File: config.mk
export PLATFORM = sky130hd
export DESIGN_NAME = touch_detect
export DESIGN_NICKNAME = d
export VERILOG_FILES = /design/src/rtl/touch_pkg.sv /design/src/rtl/touch_baseline_iir.sv /design/src/rtl/touch_detect.sv
export SDC_FILE = /design/constraint.sdc
export NUM_CORES = 1
export LEC_CHECK = 0
export ABC_AREA = 1
export CAP_MARGIN = 15
export CORE_ASPECT_RATIO = 0.75
export CORE_MARGIN = 8
export CORE_UTILIZATION = 59
export DETAILED_ROUTE_END_ITERATION = 10
export PLACE_DENSITY = 0.81
export SLEW_MARGIN = 20
export SYNTH_ARGS = -nofsm -noshare
export SYNTH_HDL_FRONTEND = slang
export SYNTH_SLANG_ARGS = --single-unit
File: constraint.sdc
create_clock -name clk_sampler -period 3.15 [get_ports clk_sampler]
set_input_delay 0.7875 -clock clk_sampler [delete_from_list [all_inputs] [get_ports clk_sampler]]
set_output_delay 0.7875 -clock clk_sampler [all_outputs]
set_load 0.02 [all_outputs]
File: src/rtl/touch_pkg.sv
// rtl/touch_pkg.sv - shared state encoding and default tuning for touch_detect
package touch_pkg;

  typedef enum logic [1:0] {
    ST_IDLE = 2'd0,
    ST_REQ  = 2'd1,
    ST_PROC = 2'd2,
    ST_WAIT = 2'd3
  } state_t;

  localparam int SHIFT_DEF    = 3;
  localparam int THRESH_DEF   = 8;
  localparam int HYST_DEF     = 2;
  localparam int DEBOUNCE_DEF = 3;

endpackage

File: src/rtl/touch_baseline_iir.sv
// rtl/touch_baseline_iir.sv - slow IIR baseline with init seeding, touch freeze and saturating delta
module touch_baseline_iir
  import touch_pkg::*;
#(
  parameter int MSB   = 7,
  parameter int SHIFT = SHIFT_DEF
) (
  input  logic         clk_i,
  input  logic         rst_i,
  input  logic         upd_i,
  input  logic         freeze_i,
  input  logic [MSB:0] sample_i,
  output logic [MSB:0] baseline_o,
  output logic [MSB:0] delta_o,
  output logic [MSB:0] delta_next_o
);

  localparam int AW = MSB + 1 + SHIFT;

  logic [AW-1:0] acc_q, acc_d;
  logic          init_q, init_d;
  logic [MSB:0]  delta_q, delta_d;

  assign baseline_o   = acc_q[AW-1:SHIFT];
  assign delta_o      = delta_q;
  assign delta_next_o = delta_d;

  always_comb begin
    acc_d  = acc_q;
    init_d = init_q;
    if (init_q)
      delta_d = '0;
    else if (sample_i > baseline_o)
      delta_d = sample_i - baseline_o;
    else
      delta_d = '0;
    // The first sample seeds the baseline directly instead of ramping up from zero.
    if (upd_i) begin
      if (init_q) begin
        acc_d  = AW'(sample_i) << SHIFT;
        init_d = 1'b0;
      end else if (!freeze_i) begin
        acc_d = acc_q - AW'(baseline_o) + AW'(sample_i);
      end
    end
  end

  always_ff @(posedge clk_i or posedge rst_i) begin
    if (rst_i) begin
      acc_q   <= '0;
      init_q  <= 1'b1;
      delta_q <= '0;
    end else begin
      acc_q  <= acc_d;
      init_q <= init_d;
      if (upd_i)
        delta_q <= delta_d;
    end
  end

endmodule

File: src/rtl/touch_detect.sv
// rtl/touch_detect.sv - measurement sequencer for sampler plus debounced hysteretic touch classifier
module touch_detect
  import touch_pkg::*;
#(
  parameter int MSB      = 7,
  parameter int SHIFT    = SHIFT_DEF,
  parameter int THRESH   = THRESH_DEF,
  parameter int HYST     = HYST_DEF,
  parameter int DEBOUNCE = DEBOUNCE_DEF,
  parameter int INTERVAL = 16
) (
  input  logic         clk_sampler,
  input  logic         rst_sampler_sync,
  input  logic         clksampleren,
  input  logic         enable,
  input  logic         sampler_finish,
  input  logic [MSB:0] sampler_data,
  output logic         detect_start,
  output logic         touch,
  output logic [MSB:0] baseline,
  output logic [MSB:0] delta,
  output logic         result_valid
);

  localparam logic [MSB:0] THR_ON  = (MSB+1)'(THRESH);
  localparam logic [MSB:0] THR_OFF = (MSB+1)'(THRESH - HYST);
  localparam logic [3:0]   DEB_W   = 4'(DEBOUNCE);
  localparam logic [15:0]  IVL_W   = 16'(INTERVAL);

  state_t       state_q;
  logic         start_q, touch_q, valid_q;
  logic [3:0]   cnt_q;
  logic [15:0]  wait_q;
  logic [MSB:0] sample_q;
  logic [MSB:0] delta_next;
  logic         upd, qualify;

  assign upd     = clksampleren && (state_q == ST_PROC);
  assign qualify = touch_q ? (delta_next < THR_OFF) : (delta_next >= THR_ON);

  touch_baseline_iir #(
    .MSB   (MSB),
    .SHIFT (SHIFT)
  ) u_iir (
    .clk_i        (clk_sampler),
    .rst_i        (rst_sampler_sync),
    .upd_i        (upd),
    .freeze_i     (touch_q),
    .sample_i     (sample_q),
    .baseline_o   (baseline),
    .delta_o      (delta),
    .delta_next_o (delta_next)
  );

  always_ff @(posedge clk_sampler or posedge rst_sampler_sync) begin
    if (rst_sampler_sync) begin
      state_q  <= ST_IDLE;
      start_q  <= 1'b0;
      touch_q  <= 1'b0;
      valid_q  <= 1'b0;
      cnt_q    <= '0;
      wait_q   <= '0;
      sample_q <= '0;
    end else begin
      valid_q <= 1'b0;
      if (clksampleren) begin
        case (state_q)
          ST_IDLE: if (enable) begin
            state_q <= ST_REQ;
            start_q <= 1'b1;
          end
          // Finish is honoured only here; the trailing strobe after start drops is ignored.
          ST_REQ: if (sampler_finish) begin
            sample_q <= sampler_data;
            start_q  <= 1'b0;
            state_q  <= ST_PROC;
          end
          ST_PROC: begin
            valid_q <= 1'b1;
            wait_q  <= IVL_W;
            if (qualify) begin
              if (cnt_q + 4'd1 == DEB_W) begin
                touch_q <= ~touch_q;
                cnt_q   <= '0;
              end else begin
                cnt_q <= cnt_q + 4'd1;
              end
            end else begin
              cnt_q <= '0;
            end
            if (IVL_W != 16'd0)
              state_q <= ST_WAIT;
            else if (enable) begin
              state_q <= ST_REQ;
              start_q <= 1'b1;
            end else
              state_q <= ST_IDLE;
          end
          ST_WAIT: begin
            wait_q <= wait_q - 16'd1;
            if (wait_q <= 16'd1) begin
              if (enable) begin
                state_q <= ST_REQ;
                start_q <= 1'b1;
              end else
                state_q <= ST_IDLE;
            end
          end
          default: state_q <= ST_IDLE;
        endcase
      end
    end
  end

  assign detect_start = start_q;
  assign touch        = touch_q;
  assign result_valid = valid_q;

endmodule

==> results of run 1 <==
registers in the layout, indices dropped and copies added, names as in the netlist:
name / cells
touch: 1
u_iir.init_q: 1
sample_q: 8
result_valid: 1
cnt_q: 4
state_q: 2
u_iir.delta_o: 8
detect_start: 1
wait_q: 16
u_iir.acc_q: 11
cells in the final DEF, fill, tap and decap left out, drive strengths merged:
| cell | count |
|---|---|
| nand2 | 98 |
| inv | 87 |
| nor2 | 58 |
| dfrtp | 52 |
| o21ai | 43 |
| a21oi | 41 |
| clkdlybuf4s50 | 31 |
| ha | 28 |
| nand3 | 23 |
| fa | 9 |
| xor2 | 9 |
| nand4 | 7 |
| clkbuf | 6 |
| nor3 | 5 |
| xnor2 | 4 |
| buf | 3 |
| o211ai | 2 |
| o22ai | 2 |
| clkinv | 2 |
| o21a | 1 |
| a21o | 1 |
| o21bai | 1 |
| o41ai | 1 |
| a311oi | 1 |
| mux2i | 1 |
| a31oi | 1 |
| nand3b | 1 |
| dfstp | 1 |
cells by family (layout without fill, tap and decap cells):
group,count (synthesis),after routing,share of synthesized area
AOI/OAI and AO/OA,94,94,0.1391
DFF,53,53,0.3497
and+or+nand+nor,192,192,0.2251
buffers and inverters,103,129,0.1117
xor gates and xnor gates,13,13,0.03197
muxes,1,1,0.002637
adders and majority gates,37,37,0.1397
layout make-up:
| class | count | area [um2] | area share |
|---|---|---|---|
| inverters | 87 | 326.6 | 0.07747 |
| repair buffers | 34 | 332.8 | 0.07896 |
| flip-flops and latches | 53 | 1328 | 0.3149 |
| well taps | 81 | 101.3 | 0.02404 |
| multi-input cells | 337 | 2044 | 0.4850 |
| clock inverters | 2 | 10.01 | 0.002375 |
| clock buffers | 6 | 72.57 | 0.01722 |
metal layers:
metal | global-route usage | wire length [um]
met1 | 0.2858 | 4060
met2 | 0.2871 | 3634
met3 | 0.05223 | 521
met4 | 0.05576 | 78
met5 | 0 | 0
worst paths after layout:
kind                            slack [ns]          endpoint
worst max-delay path                  0.54    u_iir.acc_q[8]
worst min-delay path                  0.49  u_iir.delta_o[3]
worst max register to register        0.54    u_iir.acc_q[8]
worst min register to register        0.49  u_iir.delta_o[3]
max in group asynchronous             1.71       sample_q[3]
min in group asynchronous             0.98      detect_start
per-stage QoR:
stage	area (um2)	cells	setup WS (ns)	hold WS, ns
final	4215	600	0.5400	0.4887
after global routing	4215	600	0.3215	0.5222
after CTS	4215	600	0.5429	0.4928
after detailed placement	4133	592	0.5068	0.4689
after global placement	4133	592	0.5663	0.4658
after floorplan	3796	493	0.8314	0.4565
worst register-to-register path: stages (launching register included):
cell	delay [ns]
dfrtp_1	0.41
inv_1	0.14
fa_1	0.58
inv_1	0.06
ha_1	0.35
a21oi_1	0.15
o21ai_0	0.12
a21oi_1	0.23
nor2_1	0.07
nor2_1	0.12
xor2_1	0.08
o21ai_0	0.15
nand2_1	0.07
==> qor.yml, run 1 <==
logic_synthesis:
  synth-edff-count: 0
  ys_ff_latch: 53
  synth_top_area_cell: "dfrtp_1"
  async_reset_ff_frac: 1.000
  yosys_most_used_dff: "dfrtp_1"
  synthTopCellsByArea: "dfrtp_1 34%, ha_1 9.2%, nand2_1 8.8%"
  synth_top_area_frac: 0.3428
  syn_inst: 493
  synthDistinctLibCells: 37
  synth_seq_area_share: 0.3497
  synth_area_per_cell_um2: 7.700
  synthTopCellsByCount: "89 x nand2_1, 83 x inv_1, 54 x nor2_1"
  yosys.cell_count.top_type: "nand2_1"
  ys_warn_count: 0
  syn_nets: 543
  netlist_area_um2: 3796
die:
  core_region_area_um2: 6256
  start_util: 0.6068
  std_cell_rows: 25
  dieWidth_um: 108.6
  io_pins: 32
  fp.dieH_um: 85.47
  dieArea_um2: 9283
grt:
  grt.total_usage: 0.1996
  grt_pass1_wl_mm: 15.04
  antenna_found_initial: 0
  overflow: 0
  grt_max_degree: 54
  grt_pass1_vias: 3251
detailed_routing:
  via_per_inst: 5.323
  ant_nets: 0
  drtPass1Iterations: 4
  vias: 3194
  wl_per_cell_um: 13.82
  drtIter0Drc: 226
  totalWireLength_mm: 8.293
  drcViolationCount: 0
clock_network:
  clkTransAtPathRegs_ns: 0.10
  cts_tree: "built"
  cts_setup_buffers: 0
  cts_root_buf: "clkbuf_8"
  cts_buffers: 5
  clkLatencyLatePin_ns: 0.31
  h-tree-depth: 2
  cts.sinks: 53
  cts_resized: 0
  ctsHoldBuffers: 0
  clock_path_buffers: 2
timing:
  hold_violations: 0
  min_period_ns: 2.610
  worstMarginPinSlew_ns: 0.7273
  finalCritPeriodShare: 0.8286
  fin_skew_ns: 0.01244
  setup_viol: 0
  drv_slew: 0
  fin_setup_tns_ns: 0
  rsz0062_at_grt: "no"
  relSlewSlack: 0.5138
  max_freq_ghz: 0.3831
worst_hold_path:
  holdCritStartpoint: "u_iir.delta_o[3]"
  worstHoldPathCells: 2
  hp-class: "reg -> reg"
place:
  dpl.hpwl_mm: 6.533
  port_buffers: 31
  place.gp.congestion: 0.9099
setup_path:
  crit_path_start_kind: "flop"
  critPathMaxStageDelay_ns: 0.58
  critPathMaxFanout: 4
  cpMaxStageDelayCell: "fa_1"
  cp_num_cells: 12
  critPathArrivalTime_ns: 2.82
  endpoint_kind: "flop"
  reg2regPathDepth: 12
  path_buf_inv: 2
  critPathRequiredTime_ns: 3.36
  path_class: "reg -> reg"
  critPathTopFamily: "adder cells"
  cp_cell_sequence: "inv_1, fa_1, inv_1, ha_1, a21oi_1, o21ai_0, a21oi_1, nor2_1, nor2_1, xor2_1, o21ai_0, nand2_1"
  cp-startpoint: "u_iir.acc_q[5]"
  regToRegStartpoint: "u_iir.acc_q[5]"
layout:
  fillers: 524
  final_nets: 568
  syn_to_final_growth_pct: 11.04
  layout-drive-gt1-share: 0.07900
  diodes: 0
  final_core_util: 0.6738
job:
  cap_viol_max_count: 0
run_status:
  status: "complete, no violations"
Power of run 1 is left out: the tool's default activity adds up to more than one toggle a clock period on the data nets, which glitch-free logic cannot reach.
==> inputs of run 2 (changes only) <==
==> constraint.sdc (replaced) <==
create_clock -name clk_sampler -period 2.45 [get_ports clk_sampler]
set_input_delay 0.6125 -clock clk_sampler [delete_from_list [all_inputs] [get_ports clk_sampler]]
set_output_delay 0.6125 -clock clk_sampler [all_outputs]
set_load 0.02 [all_outputs]
==> run 2 against run 1 <==
Non-clock buffer count grew 23. Register-to-register slack lost 0.52 ns. Clock skew shrank 0.0057 ns. Via count grew 7.3%. Worst setup slack lost 0.52 ns. Clock-buffer cell count shrank 1. Global-route usage grew 1.0 points. Wire length grew 13%. Sequential cell count is the same. Highest routed layer unchanged.
==> qor.yml, run 2 (synthesis gave the netlist of run 1 again) <==
place:
  dp_cells: 608  # +2.7%
  place.gp.congestion: 0.9409  # +3.4%
  dp_slack_ns: -0.06661  # -0.5735 ns
  dpl.hpwl_mm: 6.858  # +5.0%
  port_buffers: 31  # unchanged
layout:
  largest_reg_flops: 16  # unchanged
  largestRegisters: "wait_q x16, u_iir.acc_q x11"
  mostFrequentLayoutCell: "nand2_1"
  syn_to_final_growth_pct: 20.30
  regMostFlops: "wait_q"
  layout_common_cells: "86 x nand2_1, 76 x inv_1, 52 x dfrtp_1"
  instances_no_fill: 623  # +3.8%
  diodes: 0  # unchanged
  layout-drive-gt1-share: 0.1827  # +0.1037
  final_nets: 591  # +4.0%
setup_path:
  critPathArrivalTime_ns: 2.64  # -0.18 ns
  regToRegStartpoint: "u_iir.acc_q[4]"
  path_class: "reg -> reg"
  cp-startpoint: "u_iir.acc_q[4]"
  critPathRequiredTime_ns: 2.66  # -0.70 ns
  crit_path_start_kind: "flop"
  endpoint_kind: "flop"
  critPathMaxFanout: 3  # -1
grt:
  antenna_found_initial: 0  # unchanged
  grt_pass1_vias: 3406  # +4.8%
  overflow: 0  # unchanged
  grt_max_degree: 54  # unchanged
  grt_pass1_wl_mm: 15.77  # +4.9%
  grt.total_usage: 0.2096  # +0.01009
timing:
  drv_slew: 0  # unchanged
  worstMarginPinSlew_ns: 0.4024  # -0.3249 ns
  min_period_ns: 2.433  # -0.1768 ns
  relSlewSlack: 0.7317  # +0.2179
  fin_setup_tns_ns: 0  # unchanged
  max_freq_ghz: 0.4110  # +7.3%
  fin_skew_ns: 0.006701  # -0.005739 ns
  fin_ws_ns: 0.01675  # -0.5232 ns
  finalCritPeriodShare: 0.9932  # +0.1646
  setup_viol: 0  # unchanged
  hold_violations: 0  # unchanged
die:
  dieArea_um2: 9283  # unchanged
  std_cell_rows: 25  # unchanged
  dieWidth_um: 108.6  # unchanged
  fp.dieH_um: 85.47  # unchanged
  core_region_area_um2: 6256  # unchanged
  io_pins: 32  # unchanged
  start_util: 0.6068  # unchanged
worst_hold_path:
  hp-class: "reg -> reg"
  holdCritStartpoint: "u_iir.delta_o[7]"
clock_network:
  clkTransAtPathRegs_ns: 0.11  # about the same
  cts_buffers: 5  # unchanged
  clkLatencyLatePin_ns: 0.32  # about the same
  h-tree-depth: 2  # unchanged
  cts.sinks: 53  # unchanged
  ctsHoldBuffers: 0  # unchanged
  cts_tree: "built"
  cts_root_buf: "clkbuf_8"
  clock_path_buffers: 2  # unchanged
detailed_routing:
  totalWireLength_mm: 9.405  # +13%
  wl_per_cell_um: 15.10  # +9.2%
  drtPass1Iterations: 5  # +1
  drcViolationCount: 0  # unchanged
  ant_nets: 0  # unchanged
  vias: 3427  # +7.3%
  via_per_inst: 5.501  # +3.3%
  drtIter0Drc: 188  # -17%
run_status:
  status: "complete, no violations"
job:
  cap_viol_max_count: 0  # unchanged
-- run 2: final timing paths --
| kind | end | slack (ns) | depth (start not counted) |
|---|---|---|---|
| max | u_iir.acc_q[7] | 0.02 | 12 |
| min | u_iir.delta_o[7] | 0.49 | 2 |
| max reg2reg | u_iir.acc_q[7] | 0.02 | 12 |
| min reg2reg | u_iir.delta_o[7] | 0.49 | 2 |
| max in group asynchronous | u_iir.init_q | 1.49 | 3 |
| min in group asynchronous | sample_q[0] | 0.64 | 3 |
-- run 2: metal layers --
layer	vias up	track usage	share of wire
met1	1623	0.2915	0.46
li1	1657	-	-
met5	-	0	0
met4	0	0.05824	0.012
met2	135	0.3258	0.45
met3	12	0.03634	0.076
-- run 2: metrics by stage --
| step | hold WS, ns | cell area (um2) | utilization |
|---|---|---|---|
| after floorplan | 0.4565 | 3796 | - |
| after global placement | 0.4650 | 4265 | 0.6818 |
| after detailed placement | 0.4704 | 4265 | 0.6818 |
| after CTS | 0.4979 | 4402 | 0.7036 |
| after global routing | 0.5232 | 4567 | 0.7300 |
| final | 0.4927 | 4567 | 0.7300 |
-- run 2: layout make-up --
cell class	instances	area, um2
Clock buffer	5	68.82
Clock inverter	3	21.27
Inverter	87	326.6
Timing Repair Buffer	57	521.8
Multi-Input combinational cell	337	2200
Tap cell	81	101.3
Fill cell	496	1689
Sequential cell	53	1328
-- run 2: what timing repair did --
item	4_1_cts	5_1_grt
resized for setup	8	39
setup buffers	1	6
setup endpoints to repair	2	11
pin swaps	1	19
-- run 2: worst max-delay path, stage by stage, from the launching register on --
cell and delay, ns:
dfrtp_1 0.42, buf_6 0.13, fa_1 0.52, inv_2 0.08, ha_4 0.24, nand3_1 0.10, nand3_2 0.12, a21oi_2 0.18
nor2_1 0.06, nor2_1 0.15, xor2_1 0.09, o21ai_1 0.15, o21ai_1 0.09
Power of run 2 is left out for the same reason.
==> inputs of run 3 (changes only) <==
--- a/config.mk
+++ b/config.mk
@@ -12,7 +12,8 @@
 export CORE_UTILIZATION = 59
 export DETAILED_ROUTE_END_ITERATION = 10
 export PLACE_DENSITY = 0.81
-export SLEW_MARGIN = 20
+export SETUP_SLACK_MARGIN = 0.02
+export SLEW_MARGIN = 15
 export SYNTH_ARGS = -nofsm -noshare
 export SYNTH_HDL_FRONTEND = slang
 export SYNTH_SLANG_ARGS = --single-unit
==> run 3 against run 2 <==
Maximum frequency rose by 2.2%. Clock skew grew 0.0025 ns. Die area unchanged. Via count down 1.4%. Wire length grew 0.66%. Non-clock buffer count did not move. Register-to-register slack gained 0.05 ns. Highest routed layer unchanged.
==> qor.yml, run 3 (synthesis gave the netlist of run 1 again) <==
grt:
  antenna_found_initial: 0  # unchanged
  grt_pass1_wl_mm: 15.77  # unchanged
  grt_pass1_vias: 3383  # -0.68%
  overflow: 0  # unchanged
  grt_max_degree: 54  # unchanged
  grt.total_usage: 0.2100  # +0.0003784
clock_network:
  clkLatencyLatePin_ns: 0.32  # about the same
  ctsHoldBuffers: 0  # unchanged
  cts_root_buf: "clkbuf_8"
  cts_tree: "built"
  cts_buffers: 5  # unchanged
  h-tree-depth: 2  # unchanged
  clkTransAtPathRegs_ns: 0.11  # about the same
  clock_path_buffers: 2  # unchanged
  cts.sinks: 53  # unchanged
setup_path:
  endpoint_kind: "flop"
  path_class: "reg -> reg"
  r2r-end: "u_iir.acc_q[7]"
  critPathMaxFanout: 3  # unchanged
  cp-startpoint: "u_iir.acc_q[4]"
  critPathArrivalTime_ns: 2.64  # about the same
  crit_path_start_kind: "flop"
  critPathRequiredTime_ns: 2.71  # +0.05 ns
  reg2regPathDepth: 12  # unchanged
  regToRegStartpoint: "u_iir.acc_q[4]"
  r2r_slack_ns: 0.07  # +0.05 ns
timing:
  hold_violations: 0  # unchanged
  worstMarginPinSlew_ns: 0.3600  # -0.04247 ns
  setup_viol: 0  # unchanged
  fin_setup_tns_ns: 0  # unchanged
  finalCritPeriodShare: 0.9721  # -0.02108
  min_period_ns: 2.382  # -0.05166 ns
  drv_slew: 0  # unchanged
  relSlewSlack: 0.7600  # +0.02831
  fin_skew_ns: 0.009249  # +0.002548 ns
  rsz0062_at_grt: "yes"
  max_freq_ghz: 0.4199  # +2.2%
detailed_routing:
  ant_nets: 0  # unchanged
  drtIter0Drc: 244  # +30%
  wl_per_cell_um: 15.20  # +0.66%
  vias: 3379  # -1.4%
  drtPass1Iterations: 5  # unchanged
  drcViolationCount: 0  # unchanged
  totalWireLength_mm: 9.467  # +0.66%
  via_per_inst: 5.424  # -1.4%
place:
  port_buffers: 31  # unchanged
  place.gp.congestion: 0.9409  # unchanged
  dpl.hpwl_mm: 6.858  # unchanged
  dp_cells: 608  # unchanged
layout:
  mostFrequentLayoutCell: "nand2_1"
  diodes: 0  # unchanged
  fillers: 489  # -1.4%
  final_nets: 591  # unchanged
  layout_common_cells: "86 x nand2_1, 78 x inv_1, 52 x dfrtp_1"
  largestRegisters: "wait_q x16, u_iir.acc_q x11"
  layout-drive-gt1-share: 0.1808  # -0.001845
  multiInputGateArea_um2: 2222  # +1.0%
  regMostFlops: "wait_q"
  regArea_um2: 1328  # unchanged
  syn_to_final_growth_pct: 20.80
  largest_reg_flops: 16  # unchanged
  instances_no_fill: 623  # unchanged
worst_hold_path:
  holdCritStartpoint: "u_iir.delta_o[7]"
  min_to: "u_iir.delta_o[7]"
  worstHoldPathCells: 2  # unchanged
  hp-class: "reg -> reg"
die:
  std_cell_rows: 25  # unchanged
  dieWidth_um: 108.6  # unchanged
  io_pins: 32  # unchanged
  fp.dieH_um: 85.47  # unchanged
  dieArea_um2: 9283  # unchanged
  core_region_area_um2: 6256  # unchanged
  start_util: 0.6068  # unchanged
job:
  cap_viol_max_count: 0  # unchanged
run_status:
  status: "complete, no violations"
## run 3: cell counts in the layout (fill, tap and decap cells not counted)
Identical to the previous run, type by type.
## run 3: what timing repair did
| action | in CTS | in global routing |
|---|---|---|
| pin swaps | 1 | 15 |
| endpoints found under the setup margin | 4 | 13 |
| setup buffers | 1 | 6 |
| resized for setup | 13 | 32 |
## run 3: how the worst max path moves through the flow
stage	to	slack (ns)	cells after the start
6_report	u_iir.acc_q[7]	0.07	12
5_1_grt	u_iir.acc_q[7]	-0.07	12
4_1_cts	u_iir.acc_q[9]	0.01	11
3_5_place_dp	u_iir.acc_q[8]	-0.07	12
3_3_place_gp	u_iir.acc_q[8]	0.04	12
2_1_floorplan	u_iir.acc_q[8]	0.13	12
## run 3: layout make-up
| class | count | area share |
|---|---|---|
| timing repair buffer | 57 | 0.1130 |
| sequential | 53 | 0.2895 |
| clock inverter | 3 | 0.004638 |
| inverter | 87 | 0.07121 |
| tap | 81 | 0.02210 |
| clock buffer | 5 | 0.01501 |
| multi-input combinational | 337 | 0.4846 |
## run 3: critical path, stage by stage, from the launching register on
cell and delay (ns):
dfrtp_1 0.42, buf_4 0.15, fa_1 0.51, inv_2 0.07, ha_4 0.24, nand3_1 0.10, nand3_2 0.11, a21oi_2 0.17
nor2_1 0.06, nor2_1 0.13, xor2_1 0.18, o21ai_1 0.09, o21ai_1 0.08
## run 3: through the flow
stage | util | hold WS [ns] | setup slack [ns] | instance area, um2
floorplan | - | 0.4565 | 0.1314 | 3796
global placement | 0.6818 | 0.4650 | 0.03583 | 4265
detailed placement | 0.6818 | 0.4704 | -0.06661 | 4265
CTS | 0.7078 | 0.4979 | 0.01049 | 4428
global route | 0.7330 | 0.5232 | -0.06934 | 4586
finish | 0.7330 | 0.4920 | 0.06840 | 4586
## run 3: routing by layer
metal,track usage,vias up,part of all wire
li1,-,1651,-
met1,0.2943,1569,0.46
met2,0.3225,140,0.46
met3,0.03634,19,0.069
met4,0.06072,0,0.015
met5,0,-,0
Power of run 3 is left out for the same reason.
